===== src/rtl/lab_mealy_seq_detector.sv =====
// Parametrised Mealy serial pattern detector with KMP failure transitions,
// optional overlapping matches, clock enable and a saturating match counter.
module lab_mealy_seq_detector #(
  parameter int unsigned           PAT_LEN = 4,
  parameter logic [PAT_LEN-1:0]    PATTERN = 4'b1011,
  parameter bit                    OVERLAP = 1'b1,
  parameter int unsigned           CNT_W   = 8
) (
  input  logic                       clock,
  input  logic                       reset,
  input  logic                       x,
  input  logic                       en,
  output logic                       z,
  output logic [$clog2(PAT_LEN)-1:0] state_o,
  output logic [CNT_W-1:0]           match_cnt
);

  localparam int unsigned SW = $clog2(PAT_LEN);
  localparam int          PL = int'(PAT_LEN);

  // Pattern bit i in arrival order (i = 0 is the first bit received).
  function automatic int pat_bit(input int i);
    logic [15:0] p;
    p = 16'(PATTERN);
    if (i >= 0 && i < PL) return int'(p[4'(PL - 1 - i)]);
    return 0;
  endfunction

  function automatic int full_border();
    int best;
    bit ok;
    best = 0;
    for (int j = 1; j < 16; j++) begin
      if (j < PL) begin
        ok = 1'b1;
        for (int t = 0; t < 16; t++) begin
          if (t < j) begin
            if (pat_bit(t) != pat_bit(PL - j + t)) ok = 1'b0;
          end
        end
        if (ok) best = j;
      end
    end
    return best;
  endfunction

  // Next matched-prefix length from state k on input bit b.
  function automatic int next_state(input int k, input int b);
    int s [17];
    int best;
    bit ok;
    for (int i = 0; i < 17; i++) s[i] = (i < k) ? pat_bit(i) : 0;
    s[k] = b;
    if (b == pat_bit(k)) begin
      if (k < PL - 1) return k + 1;
      return OVERLAP ? full_border() : 0;
    end
    best = 0;
    for (int j = 1; j < 17; j++) begin
      if (j <= k) begin
        ok = 1'b1;
        for (int t = 0; t < 16; t++) begin
          if (t < j) begin
            if (pat_bit(t) != s[k + 1 - j + t]) ok = 1'b0;
          end
        end
        if (ok) best = j;
      end
    end
    return best;
  endfunction

  logic [SW-1:0]    r_state;
  logic [CNT_W-1:0] r_cnt;
  logic [SW-1:0]    w_nxt [PAT_LEN][2];
  logic             w_z;

  // Constant transition table, folded at elaboration.
  for (genvar k = 0; k < PL; k++) begin : g_state
    for (genvar b = 0; b < 2; b++) begin : g_bit
      assign w_nxt[k][b] = SW'(next_state(k, b));
    end
  end

  assign w_z = reset & en & (r_state == SW'(PL - 1)) & (x == PATTERN[0]);

  always_ff @(posedge clock) begin
    if (!reset) begin
      r_state <= '0;
      r_cnt   <= '0;
    end else if (en) begin
      r_state <= w_nxt[r_state][x];
      if (w_z && (r_cnt != {CNT_W{1'b1}})) r_cnt <= r_cnt + CNT_W'(1);
    end
  end

  assign z         = w_z;
  assign state_o   = r_state;
  assign match_cnt = r_cnt;

endmodule

===== config.mk =====
export PLATFORM = sky130hd
export DESIGN_NAME = lab_mealy_seq_detector
export DESIGN_NICKNAME = d
export VERILOG_FILES = /design/src/rtl/lab_mealy_seq_detector.sv
export SDC_FILE = /design/constraint.sdc
export NUM_CORES = 1
export LEC_CHECK = 0
export ABC_AREA = 1
export BUFFER_PORTS_ARGS = -buffer_cell sky130_fd_sc_hd__buf_2
export CORE_AREA = 2 2 39 41
export CTS_BUF_LIST = sky130_fd_sc_hd__clkbuf_4 sky130_fd_sc_hd__clkbuf_8
export DETAILED_ROUTE_END_ITERATION = 16
export DIE_AREA = 0 0 41 43
export HOLD_SLACK_MARGIN = 0.02
export PLACE_DENSITY = 0.71
export REMOVE_ABC_BUFFERS = 1
export SETUP_SLACK_MARGIN = 0.5
export SKIP_CTS_REPAIR_TIMING = 1
export SLEW_MARGIN = 20
export SYNTH_ARGS = -nofsm -noshare
export SYNTH_HDL_FRONTEND = slang
export SYNTH_SLANG_ARGS = --single-unit

===== constraint.sdc =====
create_clock -name clock -period 1.3 [get_ports clock]
set_input_delay 0.065 -clock clock [delete_from_list [all_inputs] [get_ports clock]]
set_output_delay 0.065 -clock clock [all_outputs]
set_load 0.05 [all_outputs]

-- Word-level counts from Yosys, hierarchy flattened
Index checks and enable logic that the tools add are counted.
- register bits after elaboration: 10
- memory bits (writable): 0
- output and inout port bits: 11
- input bits: 4
- latch bits: 0
- memories: 0
- logic and storage cells: 20
- bits in read-only memories: 0
- bitwise logic cells: 5
- multiplexer cells: 6
- magnitude comparators: 2
- equality and inequality tests: 2
- $mul: 0
- reduce and logical (&&, ||, !) cells: 2
- $add $sub $neg: 1
- divide/modulo/power cells: 0
- shifts and indexed selects: 0
- operators by type and width (kind ; count):
    8-bit by 1-bit adder with 8-bit output, second input constant ; 1
    4-bit binary-select mux with 2-bit select ; 1
    4-bit 2-to-1 mux ; 2
    8-bit inequality test, second input constant ; 1
    2-bit 2-to-1 mux ; 3
    1-bit AND ; 3
    3-bit >= comparator, second input constant ; 1
    2-bit NOT with 3-bit output ; 1
    2-bit equality test, second input constant ; 1
    2-bit >= comparator, second input constant ; 1
    1-bit NOT with 2-bit output ; 1
    2-bit AND reduction ; 1
    1-bit logical AND ; 1

-- Logic depth before layout (Yosys ltp)
Gate-level depths: netlist (run 1).
- word-level depth: 7
- mapped depth: 9
- depth with buffers taken out: 9

-- Least setup slack after synthesis (run 1)
OpenSTA, ideal clock, no wires.
- path kind: register to register
- from: reg r_cnt[0] (netlist: match_cnt[0])
- to: reg r_cnt[0] (netlist: match_cnt[0])
- library setup time: 115 ps
- required time: 1185 ps
- cell stages (with the launch flop): 9
- period minus slack after synthesis: 1670 ps
- setup slack: -370 ps
- arrival time: 1555 ps
- buffers on the path: 0
- cell sequence: dfxtp_1 -> ha_1 -> nand2_2 -> nor2_4 -> nand2_2 -> nand2_4 -> clkinv_4 -> nor2_1 -> nor2_1
- cells in the longest elaborated chain, start to end: 3
- elaborated cells on any way between the ends: 4
- classes of those cells: add/sub: 1; eq/ne: 1; reduce/logical: 2
- ends and longest elaborated chain (element ; RTL line ; RTL):
    start: declaration ; 74 ; logic [CNT_W-1:0] r_cnt;
    start signal: assignment ; 93 ; if (w_z && (r_cnt != {CNT_W{1'b1}})) r_cnt <= r_cnt + CNT_W'(1);
    branches (longest 3 deep; another with 8-bit by 1-bit adder with 8-bit output) ; - ;
Parallel ways; which one is timed is not known.
A chain may end at the register's enable or synchronous reset.

-- Final worst setup path (run 1)
- from: reg r_cnt[1] (netlist: match_cnt[1])
- to: reg r_cnt[3] (netlist: match_cnt[3])
Same word-level chain as after synthesis.

==> impl_metrics.py, run 1 <==
metrics = {
    "run_status": {
        "status": "complete, no violations",
    },
    "timing": {
        "fmax_ghz": 0.796,
        "whs_ns": 0.0455,
        "rsz0062_at_grt": "true",
        "worst_pin_slew_ns": 0.184,
        "finalSetupTns_ns": 0,
        "setup_viol": 0,
        "finalCritPeriodShare_pct": 96.6,
        "report.final.slew_viol_count": 0,
        "finalCriticalPeriod_ns": 1.26,
        "worst_slack_ns": 0.0444,
        "slew_headroom_pct": 87.7,
        "hold_violations": 0,
        "fin_skew_ns": 0.00654,
    },
    "power_and_ir_drop": {
        "p_per_area_nw_per_um2": 695,
        "leakage_nw": 0.425,
        "totalPowerFinal_mw": 0.622,
        "irDropWorstVdd_mv": 0.574,
    },
    "die": {
        "start_util_pct": 39.9,
        "die_h_um": 43,
        "core-area_um2": 1380,
        "die_area_um2": 1760,
        "ios": 15,
        "die_x_um": 41,
        "rows": 14,
    },
    "routing": {
        "vias": 576,
        "drcViolationCount": 0,
        "via_per_inst": 4.88,
        "wl_per_cell_um": 10.9,
        "wirelength_mm": 1.29,
        "ant_nets": 0,
        "drt_iter0_drc": 2,
        "firstDrtPassIters": 2,
    },
    "critical_path": {
        "path_class": "flip-flop to flip-flop",
        "reg2reg_depth": 8,
        "r2r_slack_ns": 0.04,
        "r2r-start": "match_cnt[1]$_SDFFE_PN0P_",
        "start_kind": "flip-flop",
        "cp_max_fo": 6,
        "cp_data_required_time_ns": 1.44,
        "rr_endpoint": "match_cnt[3]$_SDFFE_PN0P_",
        "crit_path_end_kind": "flip-flop",
        "arrival_ns": 1.40,
    },
    "placement": {
        "dpl_worst_slack_ns": -0.0479,
        "gp_congestion": 0.831,
        "portBuffers": 14,
        "hpwl_um": 857,
    },
    "synthesis": {
        "syn_inst": 78,
        "ys_seq_elements": 10,
        "synth_area_um2": 552,
        "synth_top_area_share_pct": 36.3,
        "ys_top_cells_by_area": "dfxtp_1 (36%), nand2_1 (14%), nor2_1 (8.8%)",
        "seq_area_frac_synth_pct": 36.3,
        "yosys_warnings": 0,
        "synth.distinct_cells": 19,
        "yosysTopAreaCell": "dfxtp_1",
        "syn_avg_cell_area_um2": 7.07,
    },
    "clock_network": {
        "clkLatencyLatePin_ns": 0.26,
        "clkTransAtPathRegs_ns": 0.06,
        "htreeDepth": 1,
        "clock_path_buffers": 2,
        "cts_root_buf": "clkbuf_4",
        "cts_sinks": 10,
        "numCtsBuffers": 3,
        "cts_tree": "built",
    },
    "global_route": {
        "grt_max_degree": 9,
        "grt_pass1_wl_mm": 1.66,
        "grt_overflow_total": 0,
        "grt_pass1_vias": 423,
        "antenna_found_initial": 0,
        "grt_util_all_layers_pct": 13.7,
    },
    "finish": {
        "layout_commonest_cell": "nand2_1",
        "drive_gt1_share_pct": 47.1,
        "regArea_um2": 231,
        "fin_util_pct": 64.6,
        "final_cell_mix": "nand2_1 (20), nor2_1 (11), dfxtp_4 (8), buf_8 (8), inv_1 (6)",
        "multi_input_area_um2": 358,
        "antenna_cells": 0,
        "syn2layout_area_growth_pct": 62.1,
        "nets": 108,
        "nFillCells": 115,
    },
    "min_path": {
        "whs_path_depth": 2,
        "holdPathEnd": "state_o[0]$_SDFFE_PN0P_",
        "min_from": "en",
        "hp-class": "primary input to flip-flop",
    },
    "run": {
        "maxCapViolCount": 0,
    },
}
==> synthesized netlist by cell type (all sizes together) <==
library cell / number
nand4: 2
dfxtp: 10
o21ai: 2
ha: 1
inv: 7
nor2: 16
a21oi: 5
nand3: 6
xor2: 3
nand2: 25
clkinv: 1
==> registers in the layout (all words and copies together), names as in the netlist <==
register	cells
match_cnt	8
state_o	2
==> power by group <==
group / internal [mW] / total (mW) / switching [mW] / leakage (nW)
registers: 0.296 / 0.302 / 0.00580 / 0.0876
logic: 0.0199 / 0.0538 / 0.0339 / 0.317
clock network: 0.170 / 0.266 / 0.0966 / 0.0210
==> per-stage QoR <==
stage	instances	cell area (um2)
after floorplan	78	552
after global placement	111	664
after detailed placement	111	664
after CTS	115	701
after global routing	118	895
final	118	895
==> final cells by class <==
cell class | instances | area share, %
clock buffers | 4 | 4.06
well taps | 16 | 2.24
multi-input cells | 60 | 40.0
inverters | 8 | 3.92
repair buffers | 20 | 23.9
flip-flops and latches | 10 | 25.9
==> how the worst max path moves through the flow <==
stage | slack [ns] | endpoint | from | cells past startpoint
6_report | 0.04 | match_cnt[3]$_SDFFE_PN0P_ | match_cnt[1]$_SDFFE_PN0P_ | 8
5_1_grt | -0.02 | match_cnt[0]$_SDFFE_PN0P_ | match_cnt[1]$_SDFFE_PN0P_ | 9
4_1_cts | -0.06 | match_cnt[1]$_SDFFE_PN0P_ | match_cnt[0]$_SDFFE_PN0P_ | 8
3_5_place_dp | -0.05 | match_cnt[1]$_SDFFE_PN0P_ | match_cnt[0]$_SDFFE_PN0P_ | 8
3_3_place_gp | 0.01 | match_cnt[1]$_SDFFE_PN0P_ | match_cnt[0]$_SDFFE_PN0P_ | 8
2_1_floorplan | -0.37 | match_cnt[0]$_SDFFE_PN0P_ | match_cnt[0]$_SDFFE_PN0P_ | 8
==> worst max-delay path, cell delays in order (launching register included) <==
cell	delay [ns]
dfxtp_4	0.37
ha_4	0.15
nand2_4	0.05
nor2_4	0.14
nand2_4	0.09
nand2_4	0.13
clkinv_4	0.08
nand2_1	0.08
a21oi_2	0.05
==> cell families after synthesis <==
kind of cell,synth area share (%)
fa+ha+maj,2.27
buf+inv,6.35
xor+xnor,4.76
flops,36.3
compound gates,6.35
simple gates,44.0
==> per-layer routing <==
| metal | track usage, % | vias to the layer above | routed length, um |
|---|---|---|---|
| met1 | 17.3 | 264 | 579 |
| met5 | 0 | - | 0 |
| met4 | 6.00 | 0 | 25 |
| met2 | 20.3 | 14 | 632 |
| li1 | - | 294 | - |
| met3 | 4.71 | 4 | 47 |
(Power assumes the default switching activity.)
==> run 2, diff against run 1 <==
--- a/config.mk
+++ b/config.mk
@@ -6,16 +6,15 @@
 export NUM_CORES = 1
 export LEC_CHECK = 0
 export ABC_AREA = 1
-export BUFFER_PORTS_ARGS = -buffer_cell sky130_fd_sc_hd__buf_2
 export CORE_AREA = 2 2 39 41
 export CTS_BUF_LIST = sky130_fd_sc_hd__clkbuf_4 sky130_fd_sc_hd__clkbuf_8
 export DETAILED_ROUTE_END_ITERATION = 16
 export DIE_AREA = 0 0 41 43
+export DONT_BUFFER_PORTS = 1
 export HOLD_SLACK_MARGIN = 0.02
-export PLACE_DENSITY = 0.71
+export PLACE_DENSITY = 0.61
 export REMOVE_ABC_BUFFERS = 1
 export SETUP_SLACK_MARGIN = 0.5
-export SKIP_CTS_REPAIR_TIMING = 1
 export SLEW_MARGIN = 20
 export SYNTH_ARGS = -nofsm -noshare
 export SYNTH_HDL_FRONTEND = slang
==> run 2 against run 1 <==
  * The flow now finishes with violations (hold timing)
  * Hold slack got worse by 0.15 ns
  * Critical path depth is the same
  * Routed wire length rose by 11%
  * Power fell by 6.8%
  * Maximum frequency up 2.6%
  * Final cell count up 0.85%
  * Highest routed layer unchanged
  * First-iteration DRC count grew to 2.5 times the previous value
  * Sequential share of layout area down 2.2 points
  * Final area increased by 7.7%
==> impl_metrics.py, run 2 (synthesis results as in run 1) <==
metrics = {
    "timing": {
        "rsz0062_at_grt": "true",
        "worst_pin_slew_ns": 0.232,
        "fmax_ghz": 0.817,
        "worst_slack_ns": 0.0761,
        "setup_viol": 0,
        "fin_skew_ns": 0.00262,
        "whs_ns": -0.102,
        "finalCriticalPeriod_ns": 1.22,
        "finalCritPeriodShare_pct": 94.1,
        "hold_violations": 6,
        "report.final.slew_viol_count": 0,
        "slew_headroom_pct": 84.5,
    },
    "finish": {
        "syn2layout_area_growth_pct": 74.6,
        "largest_reg_flops": 8,
        "antenna_cells": 0,
        "layout_commonest_cell": "nand2_1",
        "fin_util_pct": 69.6,
        "final_cell_mix": "nand2_1 (18), buf_8 (10), nor2_1 (9)",
        "drive_gt1_share_pct": 56.3,
        "fin_cells": 119,
        "nets": 110,
        "nFillCells": 105,
    },
    "power_and_ir_drop": {
        "power.switching_mw": 0.148,
        "swShare_pct": 25.6,
        "irDropWorstVdd_mv": 0.563,
        "combPwrFrac_pct": 9.9,
        "intPower_mw": 0.431,
        "power_frac_clock_pct": 37.8,
        "p_per_area_nw_per_um2": 602,
        "leakage_nw": 0.434,
        "totalPowerFinal_mw": 0.580,
        "power.share.sequential_pct": 52.2,
    },
    "routing": {
        "drcViolationCount": 0,
        "firstDrtPassIters": 4,
        "vias": 578,
        "wirelength_mm": 1.43,
        "wl_per_cell_um": 12.0,
        "drt_iter0_drc": 5,
        "via_per_inst": 4.86,
        "ant_nets": 0,
    },
    "clock_network": {
        "clkLatencyLatePin_ns": 0.27,
        "clock_path_buffers": 2,
        "cts_root_buf": "clkbuf_4",
        "clkTransAtPathRegs_ns": 0.07,
        "htreeDepth": 1,
        "cts_sinks": 10,
        "numCtsBuffers": 3,
        "cts_tree": "built",
    },
    "min_path": {
        "hp-class": "primary input to flip-flop",
        "whs_path_depth": 2,
    },
    "critical_path": {
        "cp_max_fo": 6,
        "slowest_stage": "dfxtp_4",
        "crit_top_cell": "nand2_4",
        "arrival_ns": 1.39,
        "start_kind": "flip-flop",
        "crit_path_end_kind": "flip-flop",
        "reg2reg_depth": 8,
        "path_class": "flip-flop to flip-flop",
        "cp_data_required_time_ns": 1.47,
        "crit_chain": "ha_4 > nand2_4 > nor2_4 > nand2_4 > nand2_4 > clkinv_4 > nor2_2 > nor2_1",
        "critPathMaxStageDelay_ns": 0.37,
    },
    "placement": {
        "dpl.cell_count": 108,
        "hpwl_um": 868,
        "portBuffers": 0,
        "dpl_worst_slack_ns": 0.0148,
        "gp_congestion": 0.844,
    },
    "global_route": {
        "grt_max_degree": 9,
        "grt_pass1_wl_mm": 2.26,
        "antenna_found_initial": 0,
        "grt_pass1_vias": 538,
        "grt_util_all_layers_pct": 18.8,
        "grt_overflow_total": 0,
    },
    "run_status": {
        "status": "complete, but fails checks",
        "violations": "hold timing",
    },
    "die": {
        "die_x_um": 41,
        "ios": 15,
        "rows": 14,
        "core-area_um2": 1380,
        "start_util_pct": 39.9,
        "die_h_um": 43,
        "die_area_um2": 1760,
    },
    "run": {
        "maxCapViolCount": 0,
    },
}
==> run 2: cell count changes in the layout (fill, tap and decap cells not counted), sizes merged <==
| cell | before | now |
|---|---|---|
| dlygate4sd3 | 0 | 1 |
| clkbuf | 5 | 3 |
| buf | 19 | 21 |
==> run 2: worst max-delay path: cells and delay by family, from the launching register on <==
family | cells | cell delay [ns]
adders and majority gates | 1 | 0.15
buffers and inverters | 1 | 0.08
and+or+nand+nor | 6 | 0.51
DFF | 1 | 0.37
==> run 2: stage by stage <==
| step | area, um2 | setup TNS [ns] |
|---|---|---|
| after detailed placement | 677 | 0 |
| final | 963 | 0 |
| after floorplan | 552 | -2.67 |
| after global routing | 963 | 0 |
| after CTS | 905 | 0 |
| after global placement | 677 | 0 |
==> run 2: power groups by stage <==
stage | combinational [mW] | sequential, mW | clock, mW
2_1_floorplan | 0.0143 | 0.334 | 0
3_3_place_gp | 0.0371 | 0.319 | 0
3_5_place_dp | 0.0371 | 0.319 | 0
4_1_cts | 0.0529 | 0.308 | 0.224
5_1_grt | 0.0616 | 0.303 | 0.237
6_report | 0.0577 | 0.303 | 0.219
==> run 2: worst paths after layout <==
kind                                           startpoint                        end  slack, ns
worst max register to register  match_cnt[0]$_SDFFE_PN0P_  match_cnt[1]$_SDFFE_PN0P_       0.08
worst max-delay path            match_cnt[0]$_SDFFE_PN0P_  match_cnt[1]$_SDFFE_PN0P_       0.08
worst min register to register  match_cnt[3]$_SDFFE_PN0P_  match_cnt[3]$_SDFFE_PN0P_       0.52
worst min-delay path                                reset  match_cnt[0]$_SDFFE_PN0P_      -0.10
==> run 2: cell type report <==
type                    instances  area (um2)  share of cell area [%]
flip-flops and latches         10         228                    23.6
repair buffers                 22         263                    27.3
clock buffers                   3        22.5                    2.34
multi-input cells              60         395                    41.0
well taps                      16        20.0                    2.08
inverters                       8        35.0                    3.64
==> run 2: repair_timing <==
item / CTS / global route
setup buffers: 6 / 1
pin swaps: 7 / 11
endpoints found under the hold margin: 10 / 6
resized for setup: 49 / 12
endpoints found under the setup margin: 21 / 21
==> run 2: per-layer routing <==
layer	part of all wire (%)	GRT usage [%]
met1	42	24.5
met2	52	27.5
met3	4.3	5.76
met4	1.3	8.00
met5	0	0
==> run 3, diff against run 2 <==
--- a/config.mk
+++ b/config.mk
@@ -6,13 +6,13 @@
 export NUM_CORES = 1
 export LEC_CHECK = 0
 export ABC_AREA = 1
+export BUFFER_PORTS_ARGS = -buffer_cell sky130_fd_sc_hd__clkbuf_2
 export CORE_AREA = 2 2 39 41
 export CTS_BUF_LIST = sky130_fd_sc_hd__clkbuf_4 sky130_fd_sc_hd__clkbuf_8
 export DETAILED_ROUTE_END_ITERATION = 16
 export DIE_AREA = 0 0 41 43
-export DONT_BUFFER_PORTS = 1
-export HOLD_SLACK_MARGIN = 0.02
-export PLACE_DENSITY = 0.61
+export HOLD_SLACK_MARGIN = 0.05
+export PLACE_DENSITY = 0.71
 export REMOVE_ABC_BUFFERS = 1
 export SETUP_SLACK_MARGIN = 0.5
 export SLEW_MARGIN = 20
==> run 3 against run 2 <==
  * Clock skew is 0.0014 ns lower
  * Maximum frequency rose by 0.97%
  * Core utilization up 10 points
  * Combinational power grew 19%
  * Sequential cell count unchanged
  * Critical path depth unchanged
  * The run now ends clean
  * Largest power group unchanged
  * Highest routed layer unchanged
==> impl_metrics.py, run 3 (synthesis results as in run 1) <==
metrics = {
    "global_route": {
        "met2_usage_pct": 35.9,
        "grt_pass1_wl_mm": 2.53,
        "grt_util_all_layers_pct": 21.3,
        "antenna_found_initial": 0,
        "grt_max_degree": 9,
        "grt_overflow_total": 0,
        "grt_pass1_vias": 597,
        "met1_usage_pct": 25.2,
        "grt.busiest_layer": "met2",
        "met3_usage_pct": 3.66,
    },
    "power_and_ir_drop": {
        "power_frac_clock_pct": 33.4,
        "combPwrFrac_pct": 12.1,
        "power.share.sequential_pct": 54.5,
        "leakage_nw": 0.512,
        "swShare_pct": 22.3,
        "power.switching_mw": 0.127,
        "intPower_mw": 0.442,
        "irDropWorstVdd_mv": 0.612,
        "p_per_area_nw_per_um2": 516,
        "totalPowerFinal_mw": 0.569,
    },
    "timing": {
        "worst_slack_ns": 0.0879,
        "rsz0062_at_grt": "true",
        "finalCritPeriodShare_pct": 93.2,
        "worst_pin_slew_ns": 0.200,
        "fin_skew_ns": 0.00126,
        "finalSetupTns_ns": 0,
        "slew_headroom_pct": 86.6,
        "whs_ns": 0.0756,
        "setup_viol": 0,
        "finalCriticalPeriod_ns": 1.21,
        "fmax_ghz": 0.825,
        "hold_violations": 0,
        "report.final.slew_viol_count": 0,
    },
    "routing": {
        "drt_iter0_drc": 5,
        "drcViolationCount": 0,
        "wirelength_mm": 1.75,
        "vias": 631,
        "firstDrtPassIters": 4,
        "wl_per_cell_um": 13.7,
        "via_per_inst": 4.93,
        "ant_nets": 0,
    },
    "run": {
        "maxCapViolCount": 0,
    },
    "clock_network": {
        "htreeDepth": 1,
        "clkTransAtPathRegs_ns": 0.06,
        "cts_root_buf": "clkbuf_4",
        "clock_path_buffers": 2,
        "numCtsBuffers": 3,
        "cts_sinks": 10,
        "cts_tree": "built",
        "hold_buffers": 0,
        "clkLatencyLatePin_ns": 0.25,
    },
    "finish": {
        "fin_util_pct": 79.7,
        "largest_reg_flops": 8,
        "final_cell_mix": "nand2_1 (21), nor2_1 (10), buf_4 (10)",
        "antenna_cells": 0,
        "nets": 119,
        "drive_gt1_share_pct": 56.3,
        "layout_commonest_cell": "nand2_1",
        "fin_cells": 128,
        "post-route-cell-area_um2": 1100,
        "syn2layout_area_growth_pct": 100,
    },
    "die": {
        "core-area_um2": 1380,
        "die_h_um": 43,
        "ios": 15,
        "start_util_pct": 39.9,
        "die_x_um": 41,
        "die_area_um2": 1760,
        "rows": 14,
    },
    "critical_path": {
        "r2r-start": "match_cnt[0]$_SDFFE_PN0P_",
        "arrival_ns": 1.39,
        "critPathLaunch": "match_cnt[0]$_SDFFE_PN0P_",
        "crit_chain": "ha_4 > nand2_4 > nor2_4 > nand2_4 > buf_6 > nand4_1 > nand2_1 > nor2_1",
        "cp_data_required_time_ns": 1.48,
        "path_class": "flip-flop to flip-flop",
        "reg2reg_depth": 8,
        "critPathMaxStageDelay_ns": 0.35,
        "start_kind": "flip-flop",
        "crit_path_end_kind": "flip-flop",
        "crit_top_cell": "nand2_4",
        "slowest_stage": "dfxtp_2",
        "cp_max_fo": 5,
    },
    "placement": {
        "place_area_um2": 679,
        "portBuffers": 14,
        "gp_congestion": 0.858,
        "hpwl_um": 925,
        "dpl_worst_slack_ns": 0.0427,
        "dpl.cell_count": 113,
    },
    "min_path": {
        "whs_path_depth": 2,
        "min_from": "en",
        "hp-class": "primary input to flip-flop",
    },
    "run_status": {
        "status": "complete, no violations",
    },
}
run 3: per-layer routing:
metal / vias up / part of all wire [%]
li1: 320 / -
met1: 291 / 38
met2: 16 / 57
met3: 4 / 3.8
met4: 0 / 0.80
met5: - / 0
run 3: cell type report:
cell class	instances	area (um2)
Sequential cell	10	220
Multi-Input combinational cell	60	392
Fill cell	96	280
Clock buffer	3	22.5
Tap cell	16	20.0
Inverter	8	37.5
Timing Repair Buffer	31	412
run 3: path summary, 6_finish.rpt:
| check | slack, ns | endpoint |
|---|---|---|
| worst min register to register | 0.48 | state_o[1]$_SDFFE_PN0P_ |
| worst max-delay path | 0.09 | match_cnt[7]$_SDFFE_PN0P_ |
| worst min-delay path | 0.08 | state_o[0]$_SDFFE_PN0P_ |
| worst max register to register | 0.09 | match_cnt[7]$_SDFFE_PN0P_ |
run 3: critical path, delay by kind of cell (launching register included):
kind                       cells  cell delay (ns)
and+or+nand+nor                6             0.51
DFF                            1             0.35
adders and majority gates      1             0.15
buffers and inverters          1             0.13
run 3: timing repair:
item,in CTS,in global routing
endpoints found under the setup margin,19,19
resized for setup,51,16
buffers inserted,6,6
pin swaps,9,11
run 3: power by group through the flow:
stage	logic [mW]	registers, mW	clock network [mW]
final	0.0688	0.310	0.190
after global routing	0.0739	0.310	0.215
after CTS	0.0567	0.311	0.205
after detailed placement	0.0437	0.321	0
after global placement	0.0428	0.321	0
after floorplan	0.0143	0.334	0
